--- src/rtl/mem_bus_router_if.sv ---
// mem_bus_router_if: bundles the CPU-side request/response signals and the
// per-channel slave bus of mem_bus_router.
//   slave  modport : view taken by the router itself
//   master modport : view taken by whatever surrounds the router (CPU side
//                    drives address/data/we/start, slaves drive s_q/s_ack)
// CPU side   : address, data, we, start -> busy, q, err, done
// Slave side : s_req, s_we, s_addr, s_d  -> s_q, s_ack (packed per channel)
interface mem_bus_router_if #(
  parameter int ADDR_W     = 27,
  parameter int DATA_W     = 32,
  parameter int NUM_SLAVES = 4
);
  logic [ADDR_W-1:0]            address;
  logic [DATA_W-1:0]            data;
  logic                         we;
  logic                         start;
  logic                         busy;
  logic [DATA_W-1:0]            q;
  logic                         err;
  logic                         done;
  logic [NUM_SLAVES-1:0]        s_req;
  logic                         s_we;
  logic [ADDR_W-1:0]            s_addr;
  logic [DATA_W-1:0]            s_d;
  logic [NUM_SLAVES*DATA_W-1:0] s_q;
  logic [NUM_SLAVES-1:0]        s_ack;

  modport slave (
    input  address, data, we, start, s_q, s_ack,
    output busy, q, err, done, s_req, s_we, s_addr, s_d
  );

  modport master (
    output address, data, we, start, s_q, s_ack,
    input  busy, q, err, done, s_req, s_we, s_addr, s_d
  );
endinterface

--- src/rtl/mem_bus_router.sv ---
// mem_bus_router: routes one CPU memory request at a time to one of
// NUM_SLAVES address windows [BASES[i], LIMITS[i]). Lowest index wins on
// overlapping windows. Channels flagged in FAST_MASK complete one cycle after
// the request; the others wait for s_ack, bounded by TIMEOUT cycles.
// Unmapped or timed-out accesses complete with q=0 and err=1.
// Ports:
//   clk   : system clock, all logic on posedge
//   reset : asynchronous active-low reset
//   bus   : mem_bus_router_if.slave (CPU request/response + slave channels)
module mem_bus_router #(
  parameter int                          ADDR_W     = 27,
  parameter int                          DATA_W     = 32,
  parameter int                          NUM_SLAVES = 4,
  parameter logic [NUM_SLAVES*ADDR_W-1:0] BASES     =
    {27'hC00420, 27'hC00000, 27'h800000, 27'h0},
  parameter logic [NUM_SLAVES*ADDR_W-1:0] LIMITS    =
    {27'hC02422, 27'hC00420, 27'hC00000, 27'h800000},
  parameter logic [NUM_SLAVES-1:0]       FAST_MASK  = 4'b1100,
  parameter int                          TIMEOUT    = 1023
) (
  input logic               clk,
  input logic               reset,
  mem_bus_router_if.slave   bus
);

  localparam int SEL_W = (NUM_SLAVES > 1) ? $clog2(NUM_SLAVES) : 1;
  localparam int CNT_W = (TIMEOUT > 1) ? $clog2(TIMEOUT + 1) : 1;

  typedef enum logic [1:0] {
    IDLE,
    ACCESS,
    FAST,
    UNMAPPED
  } state_t;

  state_t             state;
  logic [SEL_W-1:0]   sel_q;
  logic [CNT_W-1:0]   cnt;

  // Address decode of the live CPU address (only used in IDLE)
  logic               hit;
  logic [SEL_W-1:0]   hit_sel;
  logic [ADDR_W-1:0]  hit_base;
  logic               hit_fast;
  logic [NUM_SLAVES-1:0] hit_onehot;

  always_comb begin
    hit      = 1'b0;
    hit_sel  = '0;
    hit_base = '0;
    hit_fast = 1'b0;
    for (int unsigned i = 0; i < NUM_SLAVES; i++) begin
      // Ascending scan with a sticky hit flag gives lowest-index priority
      if (!hit &&
          bus.address >= BASES[i*ADDR_W +: ADDR_W] &&
          bus.address <  LIMITS[i*ADDR_W +: ADDR_W]) begin
        hit      = 1'b1;
        hit_sel  = SEL_W'(i);
        hit_base = BASES[i*ADDR_W +: ADDR_W];
        hit_fast = FAST_MASK[i];
      end
    end
    hit_onehot = NUM_SLAVES'(1) << hit_sel;
  end

  // Selected channel's return path
  logic [DATA_W-1:0] sel_q_data;
  logic              sel_ack;

  always_comb begin
    sel_q_data = bus.s_q[int'(sel_q)*DATA_W +: DATA_W];
    sel_ack    = bus.s_ack[sel_q];
  end

  always_ff @(posedge clk or negedge reset) begin
    if (!reset) begin
      state      <= IDLE;
      sel_q      <= '0;
      cnt        <= '0;
      bus.busy   <= 1'b0;
      bus.q      <= '0;
      bus.err    <= 1'b0;
      bus.done   <= 1'b0;
      bus.s_req  <= '0;
      bus.s_we   <= 1'b0;
      bus.s_addr <= '0;
      bus.s_d    <= '0;
    end else begin
      bus.done <= 1'b0;
      case (state)
        IDLE: begin
          if (bus.start) begin
            bus.busy   <= 1'b1;
            bus.err    <= 1'b0;
            bus.s_we   <= bus.we;
            bus.s_d    <= bus.data;
            bus.s_addr <= bus.address - hit_base;
            sel_q      <= hit_sel;
            cnt        <= '0;
            if (!hit) begin
              state <= UNMAPPED;
            end else begin
              bus.s_req <= hit_onehot;
              state     <= hit_fast ? FAST : ACCESS;
            end
          end
        end

        FAST: begin
          bus.q     <= sel_q_data;
          bus.s_req <= '0;
          bus.busy  <= 1'b0;
          bus.done  <= 1'b1;
          state     <= IDLE;
        end

        ACCESS: begin
          if (cnt != '1) begin
            cnt <= cnt + 1'b1;
          end
          // Ack is tested first so an ack on the timeout edge still succeeds
          if (sel_ack) begin
            bus.q     <= sel_q_data;
            bus.s_req <= '0;
            bus.busy  <= 1'b0;
            bus.done  <= 1'b1;
            state     <= IDLE;
          end else if (cnt == CNT_W'(TIMEOUT - 1)) begin
            bus.q     <= '0;
            bus.err   <= 1'b1;
            bus.s_req <= '0;
            bus.busy  <= 1'b0;
            bus.done  <= 1'b1;
            state     <= IDLE;
          end
        end

        UNMAPPED: begin
          bus.q    <= '0;
          bus.err  <= 1'b1;
          bus.busy <= 1'b0;
          bus.done <= 1'b1;
          state    <= IDLE;
        end

        default: state <= IDLE;
      endcase
    end
  end

endmodule

--- src/flat_wrapper.sv ---
// flat-port wrapper written by rule: the top's interface ports become plain ports
module mem_bus_router_flat 
#(
  parameter int                          ADDR_W     = 27,
  parameter int                          DATA_W     = 32,
  parameter int                          NUM_SLAVES = 4,
  parameter logic [NUM_SLAVES*ADDR_W-1:0] BASES     =
    {27'hC00420, 27'hC00000, 27'h800000, 27'h0},
  parameter logic [NUM_SLAVES*ADDR_W-1:0] LIMITS    =
    {27'hC02422, 27'hC00420, 27'hC00000, 27'h800000},
  parameter logic [NUM_SLAVES-1:0]       FAST_MASK  = 4'b1100,
  parameter int                          TIMEOUT    = 1023
)
  (clk, reset, bus_address, bus_data, bus_we, bus_start, bus_s_q, bus_s_ack, bus_busy, bus_q, bus_err, bus_done, bus_s_req, bus_s_we, bus_s_addr, bus_s_d);
  mem_bus_router_if #(.ADDR_W(ADDR_W), .DATA_W(DATA_W), .NUM_SLAVES(NUM_SLAVES)) bus_i ();
  input logic clk;
  input logic reset;
  input wire logic [$bits(bus_i.address)-1:0] bus_address;
  input wire logic [$bits(bus_i.data)-1:0] bus_data;
  input wire logic [$bits(bus_i.we)-1:0] bus_we;
  input wire logic [$bits(bus_i.start)-1:0] bus_start;
  input wire logic [$bits(bus_i.s_q)-1:0] bus_s_q;
  input wire logic [$bits(bus_i.s_ack)-1:0] bus_s_ack;
  output wire logic [$bits(bus_i.busy)-1:0] bus_busy;
  output wire logic [$bits(bus_i.q)-1:0] bus_q;
  output wire logic [$bits(bus_i.err)-1:0] bus_err;
  output wire logic [$bits(bus_i.done)-1:0] bus_done;
  output wire logic [$bits(bus_i.s_req)-1:0] bus_s_req;
  output wire logic [$bits(bus_i.s_we)-1:0] bus_s_we;
  output wire logic [$bits(bus_i.s_addr)-1:0] bus_s_addr;
  output wire logic [$bits(bus_i.s_d)-1:0] bus_s_d;
  assign bus_i.address = bus_address;
  assign bus_i.data = bus_data;
  assign bus_i.we = bus_we;
  assign bus_i.start = bus_start;
  assign bus_i.s_q = bus_s_q;
  assign bus_i.s_ack = bus_s_ack;
  assign bus_busy = bus_i.busy;
  assign bus_q = bus_i.q;
  assign bus_err = bus_i.err;
  assign bus_done = bus_i.done;
  assign bus_s_req = bus_i.s_req;
  assign bus_s_we = bus_i.s_we;
  assign bus_s_addr = bus_i.s_addr;
  assign bus_s_d = bus_i.s_d;
  mem_bus_router #(.ADDR_W(ADDR_W), .DATA_W(DATA_W), .NUM_SLAVES(NUM_SLAVES), .BASES(BASES), .LIMITS(LIMITS), .FAST_MASK(FAST_MASK), .TIMEOUT(TIMEOUT)) u_core (.clk(clk), .reset(reset), .bus(bus_i));
endmodule
--- config.mk ---
export PLATFORM = sky130hd
export DESIGN_NAME = mem_bus_router_flat
export DESIGN_NICKNAME = d
export VERILOG_FILES = /design/src/rtl/mem_bus_router_if.sv /design/src/rtl/mem_bus_router.sv /design/src/flat_wrapper.sv
export SDC_FILE = /design/constraint.sdc
export NUM_CORES = 1
export LEC_CHECK = 0
export BUFFER_PORTS_ARGS = -buffer_cell sky130_fd_sc_hd__buf_2
export CAP_MARGIN = 10
export CORE_ASPECT_RATIO = 0.9
export CORE_MARGIN = 2
export CORE_UTILIZATION = 50
export DETAILED_ROUTE_END_ITERATION = 10
export PLACE_DENSITY_LB_ADDON = 0.2
export SKIP_CTS_REPAIR_TIMING = 1
export SYNTH_ARGS = -nofsm -noshare
export SYNTH_HDL_FRONTEND = slang
export SYNTH_SLANG_ARGS = --single-unit
--- constraint.sdc ---
create_clock -name clk -period 3.48 [get_ports clk]
set_input_delay 0.174 -clock clk [delete_from_list [all_inputs] [get_ports clk]]
set_output_delay 0.174 -clock clk [all_outputs]
set_load 0.005 [all_outputs]
==> results.ini, run 1 <==
[run_status]
outcome=finished, final reports clean

[critical_path]
crit_path_end_kind=register
r2r-start=u_core.sel_q[0]$_DFFE_PN0P_
reg2reg_depth=5
crit_path_start_kind=primary input
crit_fanout=4
crit_required_ns=3.72
crit_start=bus_address[6]
arrival_ns=3.59
worstSetupPathType=primary input to register
ff2ff_setup_slack_ns=0.77
r2r_end=u_core.bus.q[0]$_DFFE_PN0P_

[yosys]
ys_seq_area_share_pct=47.52
synth_common_cells=nand2_1, dfrtp_1, o21ai_0
synth-edff-count=0
ys_ff_latch=113
synth_warnings=0
ys.flop_type=dfrtp_1
async_flop_share_pct=100.0
synthCells=604
synth_area_leader_cell=dfrtp_1
synth.distinct_cells=45
synth_top_area_share_pct=47.52
synth_nets=810
avgSynthCellArea_sq_um=9.852
syn_area_sq_um=5951
yosysMostFrequentCell=nand2_1
synth_area_leaders=dfrtp_1, mux4_2, nand2_1, o21ai_0, nand2b_1

[drt]
drc=0
drtAntennaViolNets=0
routed_wl_mm=19.50
viasPerCell=5.301
vias=5874
drtIter0Drc=490
firstDrtPassIters=5
wl_per_cell_um=17.60

[floorplanning]
die_height_um=107.5
coreArea_sq_um=11530
die_area_sq_um=12790
die_w_um=119.0
fp-row-count=37
io_pins=294
start_util_pct=51.62

[global_routing]
grt_pass1_wl_mm=29.06
grt_busiest_layer=met2
grt_max_degree=68
gr-usage-met2_pct=49.01
grt.total_usage_pct=29.44
use_met3_pct=7.574
grt_remaining_overflow=0
first_global_vias=5735
grt_antenna_before_repair=4
grtUsageMet1_pct=37.22

[place]
pre_cts_slack_ns=-0.2735
port_buffers=293
globalplace.congestion=0.8803
hpwl_mm=13.84

[worst_hold_path]
min_path_type=primary input to register
whs_path_depth=3
whs_endpoint=u_core.bus.s_d[10]$_DFFE_PN0P_
hp-start=bus_data[10]

[cells_and_area]
final_core_util_pct=74.32
seq_area_sq_um=2829
drive_gt1_share_pct=41.24
fillers=805
multi_input_area_sq_um=2973
finalNetCount=1143
area_delta_synth_final_pct=43.97

[power_and_ir_drop]
p_per_area_nw_per_um2=751.0
seqPwrFrac_pct=34.4
vdd_drop_max_v=0.0004699
finalPower_uw=6434
p_sw_uw=2321
clockPowerShare_pct=25.4
internal_power_uw=4113
p_leak_uw=0.004370
switching_share_pct=36.07
pwr-share-comb_pct=40.2

[job]
max_cap_viol_count=0

[cts]
cts_htree_levels=4
cts_tree=built
clk_pin_slew_ns=0.05
clock_path_buffers=2
cts_made_buffers=17
clkLatencyLatePin_ns=0.41
cts.sinks=113
clockRootBuffer=clkbuf_16

[timing]
fin_skew_ns=0.009104
setup_violations=0
maxSlewViolCount=0
rsz0062_at_grt=no
finalCritPeriodShare_pct=96.15
fin_ws_ns=0.1341
fin_crit_ns=3.346
fin_hold_ws_ns=0.005109
slew_headroom_pct=32.31
worst_slew_pin_slew_ns=1.012
finalHoldViolCount=0
max_freq_ghz=0.2989

[power by group through the flow]
stage	Combinational [uW]	Sequential (uW)	Clock, uW
finish	2590	2210	1630
global route	2890	2280	1730
CTS	2540	2200	1650
detailed placement	2530	2190	0
global placement	2450	2170	0
floorplan	1460	2220	0
[worst max path at each step]
stage | end | slack [ns] | cells after the start
after floorplan | u_core.bus.s_addr[25]$_DFFE_PN0P_ | 0.07 | 13
after detailed placement | u_core.bus.s_addr[21]$_DFFE_PN0P_ | -0.27 | 14
after global routing | u_core.bus.s_addr[25]$_DFFE_PN0P_ | 0.02 | 14
after global placement | u_core.bus.s_addr[25]$_DFFE_PN0P_ | -0.13 | 14
final | u_core.bus.s_addr[21]$_DFFE_PN0P_ | 0.13 | 14
after CTS | u_core.bus.s_addr[21]$_DFFE_PN0P_ | 0.13 | 14
[flip-flops by register name, summed over array words and instances, names as in the netlist]
name	cells
u_core.bus.err	1
u_core.bus.s_req	4
u_core.bus.s_we	1
u_core.cnt	10
u_core.bus.done	1
u_core.bus.s_d	32
u_core.sel_q	2
u_core.bus.busy	1
u_core.bus.q	32
u_core.bus.s_addr	27
u_core.state	2
[metrics by stage]
| step | TNS (ns) | cell area (sq um) | cells |
|---|---|---|---|
| floorplan | 0 | 5954 | 604 |
| global placement | -0.5593 | 7631 | 1038 |
| detailed placement | -1.337 | 7631 | 1038 |
| CTS | 0 | 8189 | 1068 |
| global route | 0 | 8567 | 1108 |
| finish | 0 | 8567 | 1108 |
[critical path: stages]
cell	delay (ns)
buf_2	0.11
or4_4	0.52
o2111a_1	0.29
or3_4	0.37
nand2b_2	0.19
inv_1	0.06
ha_1	0.17
ha_1	0.18
or4b_2	0.66
a21oi_4	0.25
nand2_1	0.13
nor3_1	0.23
xnor2_1	0.16
o21ai_0	0.09
[placed cells by master, fill, tap and decap left out, types with 9 or more instances in the layout]
master and instances:
buf_2 292, buf_4 19, clkbuf_16 17, dfrtp_1 112, dlygate4sd3_1 36, ha_1 11, inv_1 10, mux4_2 33
nand2_1 184, nand2b_1 33, nor2_1 26, nor3_1 9, o21ai_0 62, xnor2_1 14, xor2_1 11
[per-layer routing]
layer,vias to the layer above,part of all wire [%]
met2,313,52
met5,-,0
met4,0,2.4
met3,34,7.3
met1,2796,38
li1,2731,-
[cell type report]
class                           count  share of cell area, %
Tap cell                          156                  2.278
Sequential cell                   113                  33.02
Clock buffer                       25                  5.900
Multi-Input combinational cell    448                  34.70
Timing Repair Buffer              347                  22.93
Inverter                           10                 0.4381
Clock inverter                      5                 0.6134
Antenna cell                        4                 0.1168
[cells by family after synthesis]
kind of cell               Yosys count  synth area share [%]
AOI/OAI and AO/OA                   86                 7.948
xor gates and xnor gates            25                 3.680
adders and majority gates           11                 2.313
buffers and inverters               43                 2.859
DFF                                113                 47.52
muxes                               37                 13.25
and+or+nand+nor                    289                 22.43
Note: power is estimated with default switching activity, not from simulation.
==> inputs of run 2 (changes only) <==
SETUP_SLACK_MARGIN = 0.15   (was not set)
==> results.ini, run 2 (synthesized netlist as in run 1, its figures left out) <==
[timing]
rsz0062_at_grt=no
totalNegativeSetupSlack_ns=0  ; unchanged
fin_hold_ws_ns=-0.02489  ; -0.03000 ns
finalHoldViolCount=3  ; +3
max_freq_ghz=0.3201  ; +7.1%
setup_violations=0  ; unchanged
worst_slew_pin_slew_ns=1.151  ; +0.1395 ns
slew_headroom_pct=23.25  ; -9.1 points
fin_ws_ns=0.3560  ; +0.2219 ns
fin_crit_ns=3.124  ; -0.2219 ns
fin_skew_ns=0.01586  ; +0.006758 ns
finalCritPeriodShare_pct=89.77  ; -6.4 points
maxSlewViolCount=0  ; unchanged

[power_and_ir_drop]
p_per_area_nw_per_um2=761.6  ; +1.4%
vdd_drop_max_v=0.0003815  ; -19%
p_leak_uw=0.004345  ; -0.57%

[worst_hold_path]
hp-start=bus_data[10]
min_path_type=primary input to register

[cells_and_area]
final_core_util_pct=74.15  ; -0.17 points
fillers=834  ; +3.6%
design_area_sq_um=8547  ; -0.23%
drive_gt1_share_pct=41.28  ; about the same
final_common_cell=buf_2
finalNetCount=1135  ; -0.70%
reg.largest.list=u_core.bus.q: 32 flops, u_core.bus.s_d: 32 flops, u_core.bus.s_addr: 27 flops
area_delta_synth_final_pct=43.63
most-common-layout-cells=buf_2, nand2_1, dfrtp_1, o21ai_0, dlygate4sd3_1

[floorplanning]
io_pins=294  ; unchanged
die_height_um=107.5  ; unchanged
fp-row-count=37  ; unchanged
coreArea_sq_um=11530  ; unchanged
die_area_sq_um=12790  ; unchanged
start_util_pct=51.62  ; unchanged
die_w_um=119.0  ; unchanged

[run_status]
violations=negative hold slack
outcome=complete, but fails checks

[cts]
clock_path_buffers=2  ; unchanged
clk_pin_slew_ns=0.05  ; about the same
cts_made_buffers=17  ; unchanged
clkLatencyLatePin_ns=0.42  ; about the same
cts_tree=built
cts.sinks=113  ; unchanged
clockRootBuffer=clkbuf_16
cts_htree_levels=4  ; unchanged

[critical_path]
ff2ff_setup_slack_ns=0.89  ; +0.12 ns
worstSetupPathType=primary input to register
crit_fanout=4  ; unchanged
crit_required_ns=3.73  ; about the same
crit_start=bus_address[6]
arrival_ns=3.37  ; -0.22 ns
crit_path_start_kind=primary input
r2r-start=u_core.sel_q[0]$_DFFE_PN0P_
crit_path_end_kind=register

[drt]
routed_wl_mm=18.76  ; -3.8%
viasPerCell=5.273  ; -0.54%
drtAntennaViolNets=0  ; unchanged
drc=0  ; unchanged
drtIter0Drc=397  ; -19%
firstDrtPassIters=6  ; +1
wl_per_cell_um=17.07  ; -3.0%
vias=5795  ; -1.3%

[place]
port_buffers=293  ; unchanged
dpl_cell_area_sq_um=7597  ; -0.44%
pre_cts_slack_ns=-0.03133  ; +0.2421 ns
globalplace.congestion=0.8998  ; +2.2%
hpwl_mm=13.78  ; -0.46%

[global_routing]
grt_pass1_wl_mm=27.77  ; -4.4%
first_global_vias=5591  ; -2.5%
grt_antenna_before_repair=4  ; unchanged
grt_max_degree=65  ; -4.4%
grt_remaining_overflow=0  ; unchanged
grt.total_usage_pct=28.02  ; -1.4 points

[job]
max_cap_viol_count=0  ; unchanged

==> run 2: path summary, 6_finish.rpt <==
check,to,cells past startpoint
max in group asynchronous,u_core.bus.s_d[2]$_DFFE_PN0P_,3
worst min-delay path,u_core.bus.s_d[10]$_DFFE_PN0P_,3
worst max-delay path,u_core.bus.s_addr[25]$_DFFE_PN0P_,14
min in group asynchronous,u_core.bus.s_addr[16]$_DFFE_PN0P_,2
worst min register to register,u_core.bus.s_addr[10]$_DFFE_PN0P_,2
worst max register to register,u_core.bus.q[24]$_DFFE_PN0P_,5
==> run 2: power breakdown <==
group	leakage, uW	switching (uW)	internal, uW
clock network	0.000286	591	1170
logic	0.00263	1400	1160
registers	0.00143	317	1880
==> run 2: stage by stage <==
stage               power, uW  instances
floorplan                3678        604
global placement         4615       1032
detailed placement       4708       1032
CTS                      6491       1062
global route             6978       1099
finish                   6510       1099
==> run 2: critical path, cell delays in order <==
cell,delay (ns)
buf_2,0.12
or4_4,0.54
o2111a_1,0.27
or3_4,0.37
nand2b_2,0.19
inv_1,0.06
ha_1,0.17
ha_1,0.17
or4b_4,0.49
a21oi_4,0.21
a31oi_1,0.13
nor3_1,0.24
xnor2_1,0.14
o21ai_0,0.09
==> run 2: metal layers <==
layer	track usage (%)	up-vias	routed length (um)
met2	45.16	274	9394
met5	0	-	0
met4	11.56	0	494
li1	-	2719	-
met1	34.94	2770	7250
met3	9.322	32	1624
==> run 2: area by class of cell <==
cell class / count / area (sq um) / area share [%]
Sequential cell: 113 / 2829 / 33.10
Clock buffer: 20 / 466.7 / 5.460
Tap cell: 156 / 195.2 / 2.284
Inverter: 10 / 37.54 / 0.4392
Antenna cell: 3 / 7.507 / 0.08783
Clock inverter: 10 / 135.1 / 1.581
Multi-Input combinational cell: 448 / 2977 / 34.83
Timing Repair Buffer: 339 / 1899 / 22.22
==> inputs of run 3 (changes only) <==
ABC_AREA = 1   (was not set)
CORE_UTILIZATION = 51   (was 50)
==> results.ini, run 3 <==
[job]
max_cap_viol_count=0  ; unchanged

[critical_path]
slowest_delay_ns=0.56  ; +0.02 ns
worstSetupPathType=primary input to register
path_buf_inv=4  ; +2
crit_start=bus_address[2]
crit_path_frequent_cell=nand3_1
crit_path_end_kind=register
crit_required_ns=3.77  ; +0.04 ns
crit_fanout=4  ; unchanged
arrival_ns=2.95  ; -0.42 ns
r2r-start=u_core.state[0]$_DFFE_PN0P_
crit_path_top_delay_cell=dlygate4sd3_1
worstPathCellList=dlygate4sd3_1 -> buf_2 -> nor2_1 -> nand3_1 -> nand2_1 -> nand2_1 -> nand3_1 -> nand3_1 -> nand2_1 -> inv_1 -> ha_1 -> inv_1 -> nor2_1 -> nand3_1 -> nor2_1 -> nand3_1 -> nand3_1 -> nand2_1 -> nand3_1 -> nand2_1
crit_path_start_kind=primary input
crit_family=simple AND/OR/NAND/NOR gates
ff2ff_setup_slack_ns=1.01  ; +0.12 ns

[yosys]
synth_area_leaders=dfrtp_1, nand2_1, o21ai_0, nor2_1, o22ai_1
avgSynthCellArea_sq_um=7.216  ; -27%
ys.flop_type=dfrtp_1
synthCells=895  ; +48%
synth_area_leader_cell=dfrtp_1
ys_ff_latch=113  ; unchanged
synth.distinct_cells=37  ; -18%
synth_warnings=0  ; unchanged
synth_common_cells=nand2_1, nor2_1, dfrtp_1, o21ai_0, inv_1
synth-edff-count=0  ; unchanged
syn_area_sq_um=6459  ; +8.5%
async_flop_share_pct=100.0  ; unchanged
synth_nets=1101  ; +36%
ys_seq_area_share_pct=43.78  ; -3.7 points
synth_top_area_share_pct=43.78  ; -3.7 points
yosysMostFrequentCell=nand2_1

[place]
port_buffers=293  ; unchanged
hpwl_mm=14.98  ; +8.7%
globalplace.congestion=0.9043  ; +0.50%
pre_cts_slack_ns=0.9383  ; +0.9697 ns

[cts]
cts.sinks=113  ; unchanged
clkLatencyLatePin_ns=0.41  ; about the same
cts_tree=built
clockRootBuffer=clkbuf_16
clock_path_buffers=2  ; unchanged
cts_made_buffers=17  ; unchanged
cts_htree_levels=4  ; unchanged
clk_pin_slew_ns=0.05  ; about the same

[cells_and_area]
reg.largest.list=u_core.bus.q: 32 flops, u_core.bus.s_d: 32 flops, u_core.bus.s_addr: 27 flops
drive_gt1_share_pct=29.21  ; -12 points
most-common-layout-cells=nand2_1, buf_2, nor2_1, o21ai_0, dfrtp_1
finalNetCount=1415  ; +25%
area_delta_synth_final_pct=39.48
final_common_cell=nand2_1
final_core_util_pct=73.73  ; -0.42 points
fillers=983  ; +18%

[global_routing]
grtUsageMet1_pct=37.90  ; +3.0 points
grt_antenna_before_repair=6  ; +2
gr-usage-met2_pct=47.33  ; +2.2 points
use_met3_pct=10.03  ; +0.71 points
grt_pass1_wl_mm=32.60  ; +17%
grt_busiest_layer=met2
grt_remaining_overflow=0  ; unchanged
grt_max_degree=77  ; +18%
grt.total_usage_pct=30.30  ; +2.3 points
first_global_vias=6679  ; +19%

[drt]
drc=0  ; unchanged
drtIter0Drc=651  ; +64%
viasPerCell=5.231  ; -0.79%
firstDrtPassIters=5  ; -1
wl_per_cell_um=15.55  ; -8.9%
routed_wl_mm=21.58  ; +15%
drtAntennaViolNets=0  ; unchanged
vias=7261  ; +25%

[timing]
fin_ws_ns=0.8252  ; +0.4692 ns
fin_crit_ns=2.655  ; -0.4692 ns
max_freq_ghz=0.3767  ; +18%
totalNegativeSetupSlack_ns=0  ; unchanged
fin_skew_ns=0.008133  ; -0.007729 ns
maxSlewViolCount=0  ; unchanged
finalHoldViolCount=2  ; -1
fin_hold_ws_ns=-0.02026  ; +0.004637 ns
worst_slew_pin_slew_ns=0.7890  ; -0.3622 ns
setup_violations=0  ; unchanged
slew_headroom_pct=47.40  ; +24 points
rsz0062_at_grt=no
finalCritPeriodShare_pct=76.29  ; -13 points

[worst_hold_path]
min_path_type=primary input to register
hp-start=bus_data[28]

[floorplanning]
die_area_sq_um=13580  ; +6.2%
fp-row-count=38  ; +2.7%
start_util_pct=52.86  ; +1.2 points
die_height_um=110.8  ; +3.0%
coreArea_sq_um=12220  ; +6.0%
io_pins=294  ; unchanged
die_w_um=122.6  ; +3.0%

[power_and_ir_drop]
vdd_drop_max_v=0.0005812  ; +52%
p_per_area_nw_per_um2=793.2  ; +4.1%
p_leak_uw=0.004811  ; +11%
finalPower_uw=7146  ; +9.8%

[run_status]
violations=negative hold slack
outcome=complete, but fails checks

## run 3: final cells by class
type                    instances  area, sq um  area share, %
multi-input cells             683         3222          35.76
flip-flops and latches        113         2829          31.40
repair buffers                339         1919          21.31
clock buffers                  23        488.0          5.417
inverters                      55        206.4          2.292
well taps                     160        200.2          2.222
clock inverters                 9        128.9          1.431
diodes                          6        15.01         0.1667
## run 3: metal layers
metal | up-vias | wire length, um
li1 | 3531 | -
met1 | 3335 | 8474
met2 | 339 | 10380
met3 | 56 | 1972
met4 | 0 | 754
met5 | - | 0
## run 3: final timing paths
check | endpoint | cells past startpoint
max reg2reg | u_core.cnt[2]$_DFFE_PN0P_ | 10
min | u_core.bus.s_d[28]$_DFFE_PN0P_ | 3
min in group asynchronous | u_core.bus.s_addr[15]$_DFFE_PN0P_ | 2
min reg2reg | u_core.bus.s_req[0]$_DFFE_PN0P_ | 2
max in group asynchronous | u_core.bus.s_d[13]$_DFFE_PN0P_ | 3
max | u_core.bus.s_addr[25]$_DFFE_PN0P_ | 20
## run 3: kinds of logic (layout without fill, tap and decap cells)
kind of cell | count (synthesis) | after routing | share of synthesized area, %
adders and majority gates | 11 | 11 | 2.131
DFF | 113 | 113 | 43.78
AOI/OAI and AO/OA | 178 | 178 | 15.05
buffers and inverters | 99 | 426 | 6.412
other | 0 | 6 | 0
xor gates and xnor gates | 18 | 18 | 2.441
and+or+nand+nor | 476 | 476 | 30.18
## run 3: power breakdown
group | internal (uW) | switching (uW) | leakage [uW]
combinational | 1180 | 1880 | 0.00309
sequential | 1890 | 377 | 0.00142
clock | 1200 | 608 | 0.000299
total | 4280 | 2870 | 0.00481
## run 3: through the flow
stage	cells	area [sq um]	hold WS, ns
after floorplan	895	6459	-0.1216
after global placement	1313	8006	0.2924
after detailed placement	1313	8006	0.2915
after CTS	1345	8623	-0.1437
after global routing	1388	9009	-0.02194
final	1388	9009	-0.02026
## run 3: worst register-to-register path, stage by stage, from the launching register on
cell and delay (ns):
dfrtp_1 0.40, inv_1 0.08, ha_1 0.27, nand2_2 0.09, buf_4 0.58, o21ai_0 0.26, nand2_2 0.23, inv_1 0.10
nand2_1 0.11, xor2_1 0.16, nor2_1 0.05
